File: config.mk
export PLATFORM = sky130hd
export DESIGN_NAME = dmem_arbiter_flat
export DESIGN_NICKNAME = d
export VERILOG_FILES = /design/src/rtl/dmem_arbiter_if.sv /design/src/rtl/dmem_arbiter.sv /design/src/flat_wrapper.sv
export SDC_FILE = /design/constraint.sdc
export NUM_CORES = 1
export LEC_CHECK = 0
export BUFFER_PORTS_ARGS = -buffer_cell sky130_fd_sc_hd__buf_4
export CORE_MARGIN = 2
export CORE_UTILIZATION = 48
export CTS_CLUSTER_DIAMETER = 150
export DETAILED_ROUTE_END_ITERATION = 6
export PLACE_DENSITY_LB_ADDON = 0.08
export SLEW_MARGIN = 10
export SYNTH_ARGS = -nofsm -noshare
export SYNTH_HDL_FRONTEND = slang
export SYNTH_SLANG_ARGS = --single-unit
File: constraint.sdc
create_clock -name clk -period 4.1 [get_ports clk]
set_input_delay 0.205 -clock clk [delete_from_list [all_inputs] [get_ports clk]]
set_output_delay 0.205 -clock clk [all_outputs]
set_load 0.01 [all_outputs]
File: src/rtl/dmem_arbiter_if.sv
// Requester-side bus of the data-memory arbiter: two request ports sharing one ack/err/rdata return.
// master = requester side, slave = arbiter side.
interface dmem_arbiter_if;
   logic        req0;
   logic        req1;
   logic        we0;
   logic        we1;
   logic [31:0] addr0;
   logic [31:0] addr1;
   logic [31:0] wdata0;
   logic [31:0] wdata1;
   logic        ack0;
   logic        ack1;
   logic        err;
   logic [31:0] rdata;

   modport master (
      output req0, req1, we0, we1, addr0, addr1, wdata0, wdata1,
      input  ack0, ack1, err, rdata
   );

   modport slave (
      input  req0, req1, we0, we1, addr0, addr1, wdata0, wdata1,
      output ack0, ack1, err, rdata
   );
endinterface

File: src/rtl/dmem_arbiter.sv
// Two-port round-robin arbiter/sequencer for the 32-bit data memory: alignment/range check,
// single-cycle write strobe, READ_WAIT-cycle read settle and a one-cycle ack to the winner.
module dmem_arbiter #(
   parameter int unsigned MEM_BYTES = 1024,
   parameter int unsigned READ_WAIT = 1
) (
   input  logic          clk,
   input  logic          reset_n,
   dmem_arbiter_if.slave bus,
   output logic [31:0]   mem_address,
   output logic [31:0]   mem_writedata,
   output logic          mem_we,
   input  logic [31:0]   mem_data
);

   localparam logic [31:0] MAX_ADDR = 32'(MEM_BYTES - 32'd4);
   localparam logic [3:0]  CNT_INIT = 4'(READ_WAIT - 32'd1);

   typedef enum logic [1:0] {
      S_IDLE   = 2'd0,
      S_ACCESS = 2'd1,
      S_DONE   = 2'd2
   } state_t;

   state_t      state_q, state_d;
   logic        last_grant_q, last_grant_d;
   logic        we_q, we_d;
   logic [3:0]  cnt_q, cnt_d;
   logic        ack0_q, ack0_d;
   logic        ack1_q, ack1_d;
   logic        err_q, err_d;
   logic [31:0] rdata_q, rdata_d;
   logic        mem_we_q, mem_we_d;
   logic [31:0] mem_address_q, mem_address_d;
   logic [31:0] mem_writedata_q, mem_writedata_d;

   logic        sel_s;
   logic        sel_we_s;
   logic [31:0] sel_addr_s;
   logic [31:0] sel_wdata_s;
   logic        bad_addr_s;

   // Winner selection: under contention the port that did not win last time gets the grant.
   always_comb begin
      sel_s = 1'b0;
      if (bus.req0 && bus.req1) begin
         sel_s = ~last_grant_q;
      end else begin
         sel_s = bus.req1;
      end
      sel_we_s    = sel_s ? bus.we1    : bus.we0;
      sel_addr_s  = sel_s ? bus.addr1  : bus.addr0;
      sel_wdata_s = sel_s ? bus.wdata1 : bus.wdata0;
      bad_addr_s  = (sel_addr_s[1:0] != 2'b00) || (sel_addr_s > MAX_ADDR);
   end

   // Next-state and registered-output computation for the IDLE/ACCESS/DONE sequencer.
   always_comb begin
      state_d         = state_q;
      last_grant_d    = last_grant_q;
      we_d            = we_q;
      cnt_d           = cnt_q;
      ack0_d          = ack0_q;
      ack1_d          = ack1_q;
      err_d           = err_q;
      rdata_d         = rdata_q;
      mem_we_d        = mem_we_q;
      mem_address_d   = mem_address_q;
      mem_writedata_d = mem_writedata_q;

      case (state_q)
         S_IDLE: begin
            if (bus.req0 || bus.req1) begin
               last_grant_d = sel_s;
               we_d         = sel_we_s;
               if (bad_addr_s) begin
                  // Rejected accesses never touch the memory; ack straight away.
                  err_d   = 1'b1;
                  ack0_d  = ~sel_s;
                  ack1_d  = sel_s;
                  state_d = S_DONE;
               end else begin
                  mem_address_d   = sel_addr_s;
                  mem_writedata_d = sel_wdata_s;
                  if (sel_we_s) begin
                     mem_we_d = 1'b1;
                     cnt_d    = 4'd0;
                  end else begin
                     mem_we_d = 1'b0;
                     cnt_d    = CNT_INIT;
                  end
                  state_d = S_ACCESS;
               end
            end else begin
               state_d = S_IDLE;
            end
         end

         S_ACCESS: begin
            if (we_q) begin
               mem_we_d = 1'b0;
               ack0_d   = ~last_grant_q;
               ack1_d   = last_grant_q;
               state_d  = S_DONE;
            end else if (cnt_q != 4'd0) begin
               cnt_d = cnt_q - 4'd1;
            end else begin
               rdata_d = mem_data;
               ack0_d  = ~last_grant_q;
               ack1_d  = last_grant_q;
               state_d = S_DONE;
            end
         end

         S_DONE: begin
            ack0_d  = 1'b0;
            ack1_d  = 1'b0;
            err_d   = 1'b0;
            state_d = S_IDLE;
         end

         default: begin
            ack0_d   = 1'b0;
            ack1_d   = 1'b0;
            err_d    = 1'b0;
            mem_we_d = 1'b0;
            state_d  = S_IDLE;
         end
      endcase
   end

   // State and output registers; reset aborts any access in flight.
   always_ff @(posedge clk or negedge reset_n) begin
      if (!reset_n) begin
         state_q         <= S_IDLE;
         last_grant_q    <= 1'b1;
         we_q            <= 1'b0;
         cnt_q           <= 4'd0;
         ack0_q          <= 1'b0;
         ack1_q          <= 1'b0;
         err_q           <= 1'b0;
         rdata_q         <= 32'd0;
         mem_we_q        <= 1'b0;
         mem_address_q   <= 32'd0;
         mem_writedata_q <= 32'd0;
      end else begin
         state_q         <= state_d;
         last_grant_q    <= last_grant_d;
         we_q            <= we_d;
         cnt_q           <= cnt_d;
         ack0_q          <= ack0_d;
         ack1_q          <= ack1_d;
         err_q           <= err_d;
         rdata_q         <= rdata_d;
         mem_we_q        <= mem_we_d;
         mem_address_q   <= mem_address_d;
         mem_writedata_q <= mem_writedata_d;
      end
   end

   assign bus.ack0      = ack0_q;
   assign bus.ack1      = ack1_q;
   assign bus.err       = err_q;
   assign bus.rdata     = rdata_q;
   assign mem_we        = mem_we_q;
   assign mem_address   = mem_address_q;
   assign mem_writedata = mem_writedata_q;

endmodule

File: src/flat_wrapper.sv
// flat-port wrapper written by rule: the top's interface ports become plain ports
module dmem_arbiter_flat 
#(
   parameter int unsigned MEM_BYTES = 1024,
   parameter int unsigned READ_WAIT = 1
)
  (clk, reset_n, mem_address, mem_writedata, mem_we, mem_data, bus_req0, bus_req1, bus_we0, bus_we1, bus_addr0, bus_addr1, bus_wdata0, bus_wdata1, bus_ack0, bus_ack1, bus_err, bus_rdata);
  dmem_arbiter_if bus_i ();
  input  logic clk;
  input  logic reset_n;
  output logic [31:0] mem_address;
  output logic [31:0] mem_writedata;
  output logic mem_we;
  input  logic [31:0] mem_data;
  input wire logic [$bits(bus_i.req0)-1:0] bus_req0;
  input wire logic [$bits(bus_i.req1)-1:0] bus_req1;
  input wire logic [$bits(bus_i.we0)-1:0] bus_we0;
  input wire logic [$bits(bus_i.we1)-1:0] bus_we1;
  input wire logic [$bits(bus_i.addr0)-1:0] bus_addr0;
  input wire logic [$bits(bus_i.addr1)-1:0] bus_addr1;
  input wire logic [$bits(bus_i.wdata0)-1:0] bus_wdata0;
  input wire logic [$bits(bus_i.wdata1)-1:0] bus_wdata1;
  output wire logic [$bits(bus_i.ack0)-1:0] bus_ack0;
  output wire logic [$bits(bus_i.ack1)-1:0] bus_ack1;
  output wire logic [$bits(bus_i.err)-1:0] bus_err;
  output wire logic [$bits(bus_i.rdata)-1:0] bus_rdata;
  assign bus_i.req0 = bus_req0;
  assign bus_i.req1 = bus_req1;
  assign bus_i.we0 = bus_we0;
  assign bus_i.we1 = bus_we1;
  assign bus_i.addr0 = bus_addr0;
  assign bus_i.addr1 = bus_addr1;
  assign bus_i.wdata0 = bus_wdata0;
  assign bus_i.wdata1 = bus_wdata1;
  assign bus_ack0 = bus_i.ack0;
  assign bus_ack1 = bus_i.ack1;
  assign bus_err = bus_i.err;
  assign bus_rdata = bus_i.rdata;
  dmem_arbiter #(.MEM_BYTES(MEM_BYTES), .READ_WAIT(READ_WAIT)) u_core (.clk(clk), .reset_n(reset_n), .bus(bus_i), .mem_address(mem_address), .mem_writedata(mem_writedata), .mem_we(mem_we), .mem_data(mem_data));
endmodule
==> results of run 1 <==
-- cell usage in the layout (no fill, tap or decap), types with 3 or more instances in the layout --
| master | n |
|---|---|
| dfrtp_1 | 107 |
| mux2i_1 | 41 |
| buf_4 | 270 |
| mux2_2 | 32 |
| nor2_1 | 4 |
| or2_2 | 3 |
| inv_1 | 5 |
| nand2_1 | 8 |
| o21ai_0 | 62 |
| nand3_1 | 4 |
| nand2b_1 | 3 |
| clkbuf_8 | 10 |
| nor4_1 | 12 |
| inv_6 | 3 |
| a21oi_1 | 8 |
| o21ai_1 | 22 |
| nand4_1 | 3 |
| and2_1 | 25 |
-- per-stage QoR --
step           worst slack (ns)  power, uW  hold WS, ns
2_1_floorplan             2.216       1340     -0.09059
3_3_place_gp              1.711       1571       0.3793
3_5_place_dp              1.575       1585       0.3894
4_1_cts                   1.587       2204     0.006406
5_1_grt                   1.285       2276      0.02214
6_report                  1.588       2182      0.01851
-- worst min-delay path by stage --
stage                                            to
floorplan               u_core.bus.ack0$_DFFE_PN0P_
global placement        u_core.bus.ack1$_DFFE_PN0P_
detailed placement      u_core.bus.ack1$_DFFE_PN0P_
CTS                 u_core.last_grant_q$_DFFE_PN1P_
global route        u_core.last_grant_q$_DFFE_PN1P_
finish              u_core.last_grant_q$_DFFE_PN1P_
-- cell type report --
class                           count  area share
Clock buffer                       10     0.01987
Clock inverter                      6    0.007585
Inverter                            5    0.002709
Multi-Input combinational cell    254      0.2615
Sequential cell                   108      0.3903
Tap cell                          133     0.02402
Timing Repair Buffer              271      0.2940
-- sequential cells by signal (all words and copies together), names as in the netlist --
| name | count |
|---|---|
| u_core.bus.rdata | 32 |
| u_core.last_grant_q | 1 |
| u_core.mem_address | 32 |
| u_core.we_q | 1 |
| u_core.bus.err | 1 |
| u_core.cnt_q | 4 |
| u_core.bus.ack0 | 1 |
| u_core.state_q | 2 |
| u_core.mem_we | 1 |
| u_core.mem_writedata | 32 |
| u_core.bus.ack1 | 1 |
-- logic make-up after synthesis --
family,Yosys count
AOI/OAI and AO/OA,108
DFF,108
muxes,73
xor gates and xnor gates,1
adders and majority gates,2
and+or+nand+nor,70
buffers and inverters,33
-- power breakdown --
| group | leakage [uW] | internal [uW] | total [uW] | switching, uW |
|---|---|---|---|---|
| sequential | 0.00141 | 1120 | 1150 | 37.6 |
| combinational | 0.00202 | 238 | 406 | 168 |
| clock | 0.0000918 | 249 | 622 | 374 |
| total | 0.00352 | 1600 | 2180 | 579 |
-- layer usage --
layer	share of wire	wire (um)	GRT usage	up-vias
met2	0.53	6549	0.4103	175
met3	0.077	956	0.05424	26
met1	0.37	4586	0.2679	1941
li1	-	-	-	1919
met5	0	0	0	-
met4	0.026	317	0.09641	0
-- worst max-delay path, cell delays in order (launching register included) --
cell     delay (ns)
dfrtp_1        0.62
nor2_1         0.19
nand2_1        0.10
buf_4          0.35
or2_2          0.86
o21ai_0        0.22
-- what timing repair did --
item                      CTS  global route
gates resized for setup     0             0
hold endpoints to repair   57             0
hold buffers                1             0
==> impl_metrics.csv, run 1 <==
group,metric,value,unit
outcome,status,"completed",
finish,finish.net_count,817,
placement,place_area,6728,um^2
logic_synthesis,synth.most_common_cell,"dfrtp_1",
worst_hold_path,hold_start,"bus_req0",
logic_synthesis,synth-compound-area-share,0.1267,
setup_path,reg2regPathDepth,5,
logic_synthesis,synthAdderAreaFrac,0.005356,
finish,multiInputGateArea,1812,um^2
logic_synthesis,yosys_warnings,0,
finish,finish.utilization,0.7221,
setup_path,critical_path_arrival,2.72,ns
clock_network,clk_pin_slew,0.11,ns
logic_synthesis,synthTopCellsByCount,"dfrtp_1, o21ai_0, mux2i_1",
logic_synthesis,synthCells,395,
logic_synthesis,synth_nets,563,
finish,num-fill-cells,737,
grt,gr-total-overflow,0,
route,via_per_inst,5.160,
setup_path,endpoint_kind,"flip-flop",
grt,grt_antenna_before_repair,0,
setup_path,setup.worst_path.start,"u_core.state_q[0]$_DFFE_PN0P_",
pwr,powerDensity,315.0,nW/um^2
logic_synthesis,synth_area_leaders,"dfrtp_1, mux2i_1, mux2_2",
route,drc,0,
logic_synthesis,synth_top_family_by_area,"multiplexers",
logic_synthesis,synthFlopType,"dfrtp_1",
clock_network,cts-htree-levels,3,
placement,dp_hpwl,9.227,mm
timing,period_share,0.6127,
worst_hold_path,whs_path_depth,2,
route,drtPass1Iterations,7,
logic_synthesis,ys_ff_latch,108,
logic_synthesis,ys_seq_area_frac,0.5787,
timing,max-slew-margin-rel,0.3255,
setup_path,rrSetupSlack,1.59,ns
clock_network,post_cts_buffers,0,
setup_path,reg2reg_to,"u_core.mem_address[9]$_DFFE_PN0P_",
setup_path,path_class,"reg -> reg",
timing,setup_viol,0,
placement,place_inst,770,
logic_synthesis,async_flop_share,1.000,
placement,port_buffers,265,
clock_network,root_buffer,"clkbuf_8",
clock_network,cts_sinks,108,
timing,hold_viol,0,
pwr,ir_worst_vdd,0.1673,mV
placement,gp_congestion,0.7914,
grt,grt_pass1_vias,4004,
setup_path,required,4.31,ns
logic_synthesis,netlist_area,4672,um^2
route,first_iter_violations,172,
floorplanning,die-width,102.7,um
route,wl_per_cell,15.77,um
setup_path,worstReg2RegStart,"u_core.state_q[0]$_DFFE_PN0P_",
floorplanning,start_util,0.4870,
floorplanning,die_h,102.7,um
pwr,leakage,0.003523,uW
floorplanning,ios,266,
floorplanning,dieArea,10540,um^2
clock_network,cts_tree,"done",
clock_network,clock_latency,0.37,ns
finish,n_antenna_cell,0,
logic_synthesis,synth_xor_area_frac,0.001875,
clock_network,numCtsBuffers,9,
setup_path,setup.worst_path.end,"u_core.mem_address[9]$_DFFE_PN0P_",
finish,stdcell_count,787,
timing,rsz0062_at_grt,"false",
finish,finalInstanceArea,6928,um^2
setup_path,critPathLaunchType,"flip-flop",
finish,area_growth,48.29,%
finish,seq_area,2704,um^2
grt,grt_max_degree,75,
flow_run,drv_cap,0,
logic_synthesis,synth_mux_area_frac,0.1650,
timing,fmax,398.1,MHz
setup_path,worst-path-max-fanout,66,
worst_hold_path,min_path_type,"in -> reg",
logic_synthesis,synth-simple-area-share,0.08650,
floorplanning,coreArea,9594,um^2
route,wl,12.41,mm
finish,drive_gt1_frac,0.4954,
timing,tightest_slew,1.012,ns
timing,period_minus_slack,2.512,ns
clock_network,clock_path_buffers,2,
timing,setup_tns,0,ns
logic_synthesis,synth.top_cell.area_share,0.5731,
grt,grt_first_pass_wirelength,18.80,mm
grt,track_usage,0.2308,
timing,clock_skew,0.01312,ns
logic_synthesis,syn_area_per_cell,11.83,um^2
route,ant_nets,0,
logic_synthesis,synth_top_area_cell,"dfrtp_1",
logic_synthesis,synth_edf_count,0,
floorplanning,row_count,36,
route,vias,4061,
timing,drv_slew,0,
logic_synthesis,yosysUniqueCellTypes,39,
(Power assumes the default switching activity.)
==> run 2: changes to the inputs <==
- CORE_UTILIZATION: 48 -> 44
- clock period: 4.1 -> 2.4 ns (I/O delays scaled with it)
==> run 2 against run 1 <==
Die area is 8.7% higher. Utilization fell by 1.5 points. Worst hold slack better by 0.0057 ns. Register-to-register slack worse by 1.2 ns. Highest routed layer unchanged.
==> impl_metrics.csv, run 2 (synthesis gave the netlist of run 1 again) <==
group,metric,value,unit
outcome,status,"completed",
finish,n_antenna_cell,0,
clock_network,clock_latency,0.36,ns
route,drc,0,
setup_path,critPathLaunchType,"flip-flop",
timing,period_share,0.8427,
placement,port_buffers,265,
timing,max-slew-margin-rel,0.5581,
finish,drive_gt1_frac,0.4747,
finish,layout_commonest_cell,"buf_4",
route,drtPass1Iterations,4,
clock_network,post_cts_buffers,0,
route,wl_per_cell,16.11,um
route,wl,13.32,mm
clock_network,cts_sinks,108,
clock_network,ctsHoldBuffers,34,
route,ant_nets,0,
grt,grt_antenna_before_repair,0,
timing,setup_viol,0,
pwr,totalPowerFinal,3724,uW
clock_network,cts_tree,"done",
finish,num-fill-cells,739,
timing,drv_slew,0,
finish,area_growth,56.16,%
pwr,ir_worst_vdd,0.2762,mV
setup_path,required,2.67,ns
finish,multiInputGateArea,1812,um^2
placement,gp_congestion,0.8194,
flow_run,drv_cap,0,
placement,dp_hpwl,9.746,mm
clock_network,cts-htree-levels,3,
setup_path,rrSetupSlack,0.38,ns
floorplanning,start_util,0.4526,
floorplanning,coreArea,10320,um^2
timing,setup_tns,0,ns
timing,period_minus_slack,2.022,ns
grt,grt_first_pass_wirelength,21.49,mm
timing,setup_slack,0.3776,ns
setup_path,critical_path_arrival,2.29,ns
clock_network,cts_resized,0,
setup_path,worst-path-max-fanout,55,
finish,finish.net_count,855,
route,vias,4181,
grt,grt_pass1_vias,4383,
floorplanning,row_count,37,
pwr,leakage,0.003687,uW
worst_hold_path,min_path_type,"in -> reg",
setup_path,endpoint_kind,"flip-flop",
clock_network,numCtsBuffers,9,
grt,track_usage,0.2370,
floorplanning,ios,266,
timing,rsz0062_at_grt,"false",
floorplanning,dieArea,11460,um^2
grt,gr-total-overflow,0,
timing,clock_skew,0.007189,ns
finish,final_cell_mix,"buf_4, dfrtp_1, o21ai_0",
clock_network,root_buffer,"clkbuf_8",
timing,tightest_slew,0.6629,ns
floorplanning,die_h,107.0,um
clock_network,clk_pin_slew,0.11,ns
floorplanning,die-width,107.0,um
finish,seq_area,2704,um^2
finish,finalInstanceArea,7296,um^2
placement,dp_slack,0.3663,ns
grt,grt_max_degree,56,
route,first_iter_violations,146,
pwr,powerDensity,510.5,nW/um^2
route,via_per_inst,5.056,
timing,fmax,494.5,MHz
timing,hold_viol,0,
setup_path,path_class,"reg -> reg",
placement,place_area,6782,um^2
clock_network,clock_path_buffers,2,
## run 2: cell count changes in the layout (fill, tap and decap cells not counted)
cell           change
dlygate4sd3_1     +33
clkinv_2           +1
clkinv_4           +2
clkinvlp_4         -1
inv_6              -2
buf_12             +1
buf_4              +4
clkbuf_8           -1
## run 2: where the power goes
part / switching (uW) / internal (uW)
clock: 617 / 385
combinational: 304 / 447
sequential: 64.1 / 1910
total: 985 / 2740
## run 2: worst max-delay path, cell delays in order (launching register included)
cell and delay (ns):
dfstp_2 0.63, a21boi_4 0.09, o32a_1 0.37, or2_2 0.42, buf_12 0.23, o21ai_0 0.21
## run 2: final timing paths
check                                              startpoint                                   to  cells after the start
min in group asynchronous                             reset_n          u_core.cnt_q[1]$_DFFE_PN0P_                      2
min                                             bus_wdata0[5]  u_core.mem_writedata[5]$_DFFE_PN0P_                      3
min reg2reg                u_core.mem_address[15]$_DFFE_PN0P_   u_core.mem_address[15]$_DFFE_PN0P_                      1
max                           u_core.last_grant_q$_DFFE_PN1P_  u_core.mem_writedata[2]$_DFFE_PN0P_                      5
max in group asynchronous                             reset_n      u_core.last_grant_q$_DFFE_PN1P_                      3
max reg2reg                   u_core.last_grant_q$_DFFE_PN1P_  u_core.mem_writedata[2]$_DFFE_PN0P_                      5
## run 2: per-stage QoR
step                      hold WS (ns)  cells    util
after global routing           0.02189    827  0.7067
after floorplan                -0.1756    395       -
after CTS                     0.005695    827  0.7067
after global placement          0.1999    778  0.6569
after detailed placement        0.2078    778  0.6569
final                          0.02422    827  0.7067
## run 2: layer usage
metal | vias to the layer above | global-route usage | wire [um]
met5 | - | 0 | 0
met4 | 0 | 0.08998 | 357
met3 | 26 | 0.06201 | 853
met2 | 158 | 0.4209 | 7038
met1 | 2000 | 0.2728 | 5072
li1 | 1997 | - | -
## run 2: area by class of cell
class / instances / area share
Sequential cell: 108 / 0.3706
Timing Repair Buffer: 309 / 0.3313
Multi-Input combinational cell: 254 / 0.2483
Tap cell: 136 / 0.02332
Clock buffer: 9 / 0.01698
Clock inverter: 6 / 0.006860
Inverter: 5 / 0.002572
==> run 3: changes to the inputs <==
- CORE_UTILIZATION: 44 -> 40
- clock period: 2.4 -> 1.8 ns (I/O delays scaled with it)
==> run 3 against run 2 <==
Worst hold slack got worse by 0.013 ns. Global-route usage decreased by 2.1 points. Non-clock buffer count increased by 12. Routed wire length increased by 1.6%. Critical path depth unchanged. Register-to-register slack got worse by 0.34 ns. Final cell count increased by 2.4%. Utilization decreased by 4.2 points.
==> impl_metrics.csv, run 3 (synthesis gave the netlist of run 1 again) <==
group,metric,value,unit
outcome,status,"completed",
setup_path,critPathLaunchType,"flip-flop",
grt,grt_max_degree,58,
grt,grt_first_pass_wirelength,21.96,mm
flow_run,drv_cap,0,
route,first_iter_violations,150,
clock_network,clock_latency,0.35,ns
timing,period_share,0.9814,
route,ant_nets,0,
pwr,powerDensity,737.8,nW/um^2
placement,gp_congestion,0.8234,
timing,tightest_slew,0.4732,ns
placement,place_area,6932,um^2
finish,layout_commonest_cell,"buf_4",
clock_network,post_cts_buffers,0,
timing,period_minus_slack,1.766,ns
floorplanning,dieArea,12560,um^2
finish,drive_gt1_frac,0.4886,
grt,track_usage,0.2163,
clock_network,root_buffer,"clkbuf_16",
finish,final_cell_mix,"buf_4, dfrtp_1, o21ai_0",
finish,finalInstanceArea,7586,um^2
floorplanning,start_util,0.4092,
floorplanning,coreArea,11420,um^2
timing,hold_viol,0,
placement,dp_slack,-0.1434,ns
timing,fmax,566.1,MHz
setup_path,critical_path_arrival,1.99,ns
floorplanning,ios,266,
route,vias,4226,
floorplanning,row_count,39,
route,drtPass1Iterations,6,
finish,stdcell_count,847,
timing,holdWs,0.01170,ns
floorplanning,die_h,112.1,um
timing,max-slew-margin-rel,0.6846,
clock_network,cts-htree-levels,3,
route,via_per_inst,4.989,
finish,n_antenna_cell,0,
clock_network,cts_sinks,108,
grt,gr-total-overflow,0,
finish,seq_area,2704,um^2
setup_path,rrSetupSlack,0.03,ns
route,drc,0,
grt,grt_antenna_before_repair,0,
pwr,ir_worst_vdd,0.5338,mV
timing,drv_slew,0,
clock_network,clock_path_buffers,2,
finish,multiInputGateArea,1829,um^2
setup_path,worst-path-max-fanout,6,
clock_network,numCtsBuffers,9,
floorplanning,die-width,112.1,um
route,wl_per_cell,15.98,um
timing,clock_skew,0.01554,ns
setup_path,required,2.02,ns
finish,num-fill-cells,877,
clock_network,cts_tree,"done",
finish,area_growth,62.37,%
route,wl,13.54,mm
grt,grt_pass1_vias,4427,
placement,place_inst,797,
finish,finish.utilization,0.6644,
timing,rsz0062_at_grt,"true",
timing,setup_slack,0.03352,ns
clock_network,clk_pin_slew,0.08,ns
timing,setup_viol,0,
setup_path,endpoint_kind,"flip-flop",
placement,port_buffers,265,
worst_hold_path,min_path_type,"in -> reg",
finish,finish.net_count,867,
placement,dp_hpwl,10.15,mm
pwr,leakage,0.003825,uW
setup_path,path_class,"reg -> reg",
-- run 3: final timing paths --
path | endpoint | cells past startpoint | from
max | u_core.bus.ack1$_DFFE_PN0P_ | 5 | u_core.last_grant_q$_DFFE_PN1P_
min | u_core.mem_writedata[12]$_DFFE_PN0P_ | 3 | bus_wdata0[12]
max reg2reg | u_core.bus.ack1$_DFFE_PN0P_ | 5 | u_core.last_grant_q$_DFFE_PN1P_
min reg2reg | u_core.mem_address[14]$_DFFE_PN0P_ | 1 | u_core.mem_address[14]$_DFFE_PN0P_
max in group asynchronous | u_core.last_grant_q$_DFFE_PN1P_ | 3 | reset_n
min in group asynchronous | u_core.mem_writedata[9]$_DFFE_PN0P_ | 2 | reset_n
-- run 3: worst max-delay path, stage by stage, from the launching register on --
cell and delay, ns:
dfstp_2 0.56, a21boi_4 0.07, o32a_2 0.35, buf_4 0.17, and3_1 0.18, a221o_1 0.32
-- run 3: report_power, final --
group          internal, uW  switching, uW
combinational           633            438
sequential             2540           66.2
clock                   976            941
-- run 3: metrics by stage --
stage / total power [uW] / TNS (ns)
6_report: 5597 / 0
5_1_grt: 5842 / -0.02775
4_1_cts: 5660 / 0
3_5_place_dp: 3671 / -6.751
3_3_place_gp: 3638 / -6.740
2_1_floorplan: 3053 / -0.007195
-- run 3: routing by layer --
| layer | global-route usage | up-vias | wire [um] |
|---|---|---|---|
| met1 | 0.2612 | 2022 | 5435 |
| met3 | 0.04914 | 29 | 798 |
| li1 | - | 2026 | - |
| met4 | 0.08293 | 0 | 374 |
| met5 | 0 | - | 0 |
| met2 | 0.3790 | 149 | 6929 |
-- run 3: what timing repair did --
action                                 4_1_cts  5_1_grt
resized for setup                            1        7
hold buffers                                33        1
endpoints found under the hold margin       65        1
pin swaps                                    0        0
setup endpoints to repair                    1        8
-- run 3: area by class of cell --
cell class | instances | share of cell area
sequential | 108 | 0.3564
timing repair buffer | 321 | 0.3376
multi-input combinational | 254 | 0.2411
clock buffer | 9 | 0.02969
tap | 143 | 0.02359
clock inverter | 7 | 0.009071
inverter | 5 | 0.002474
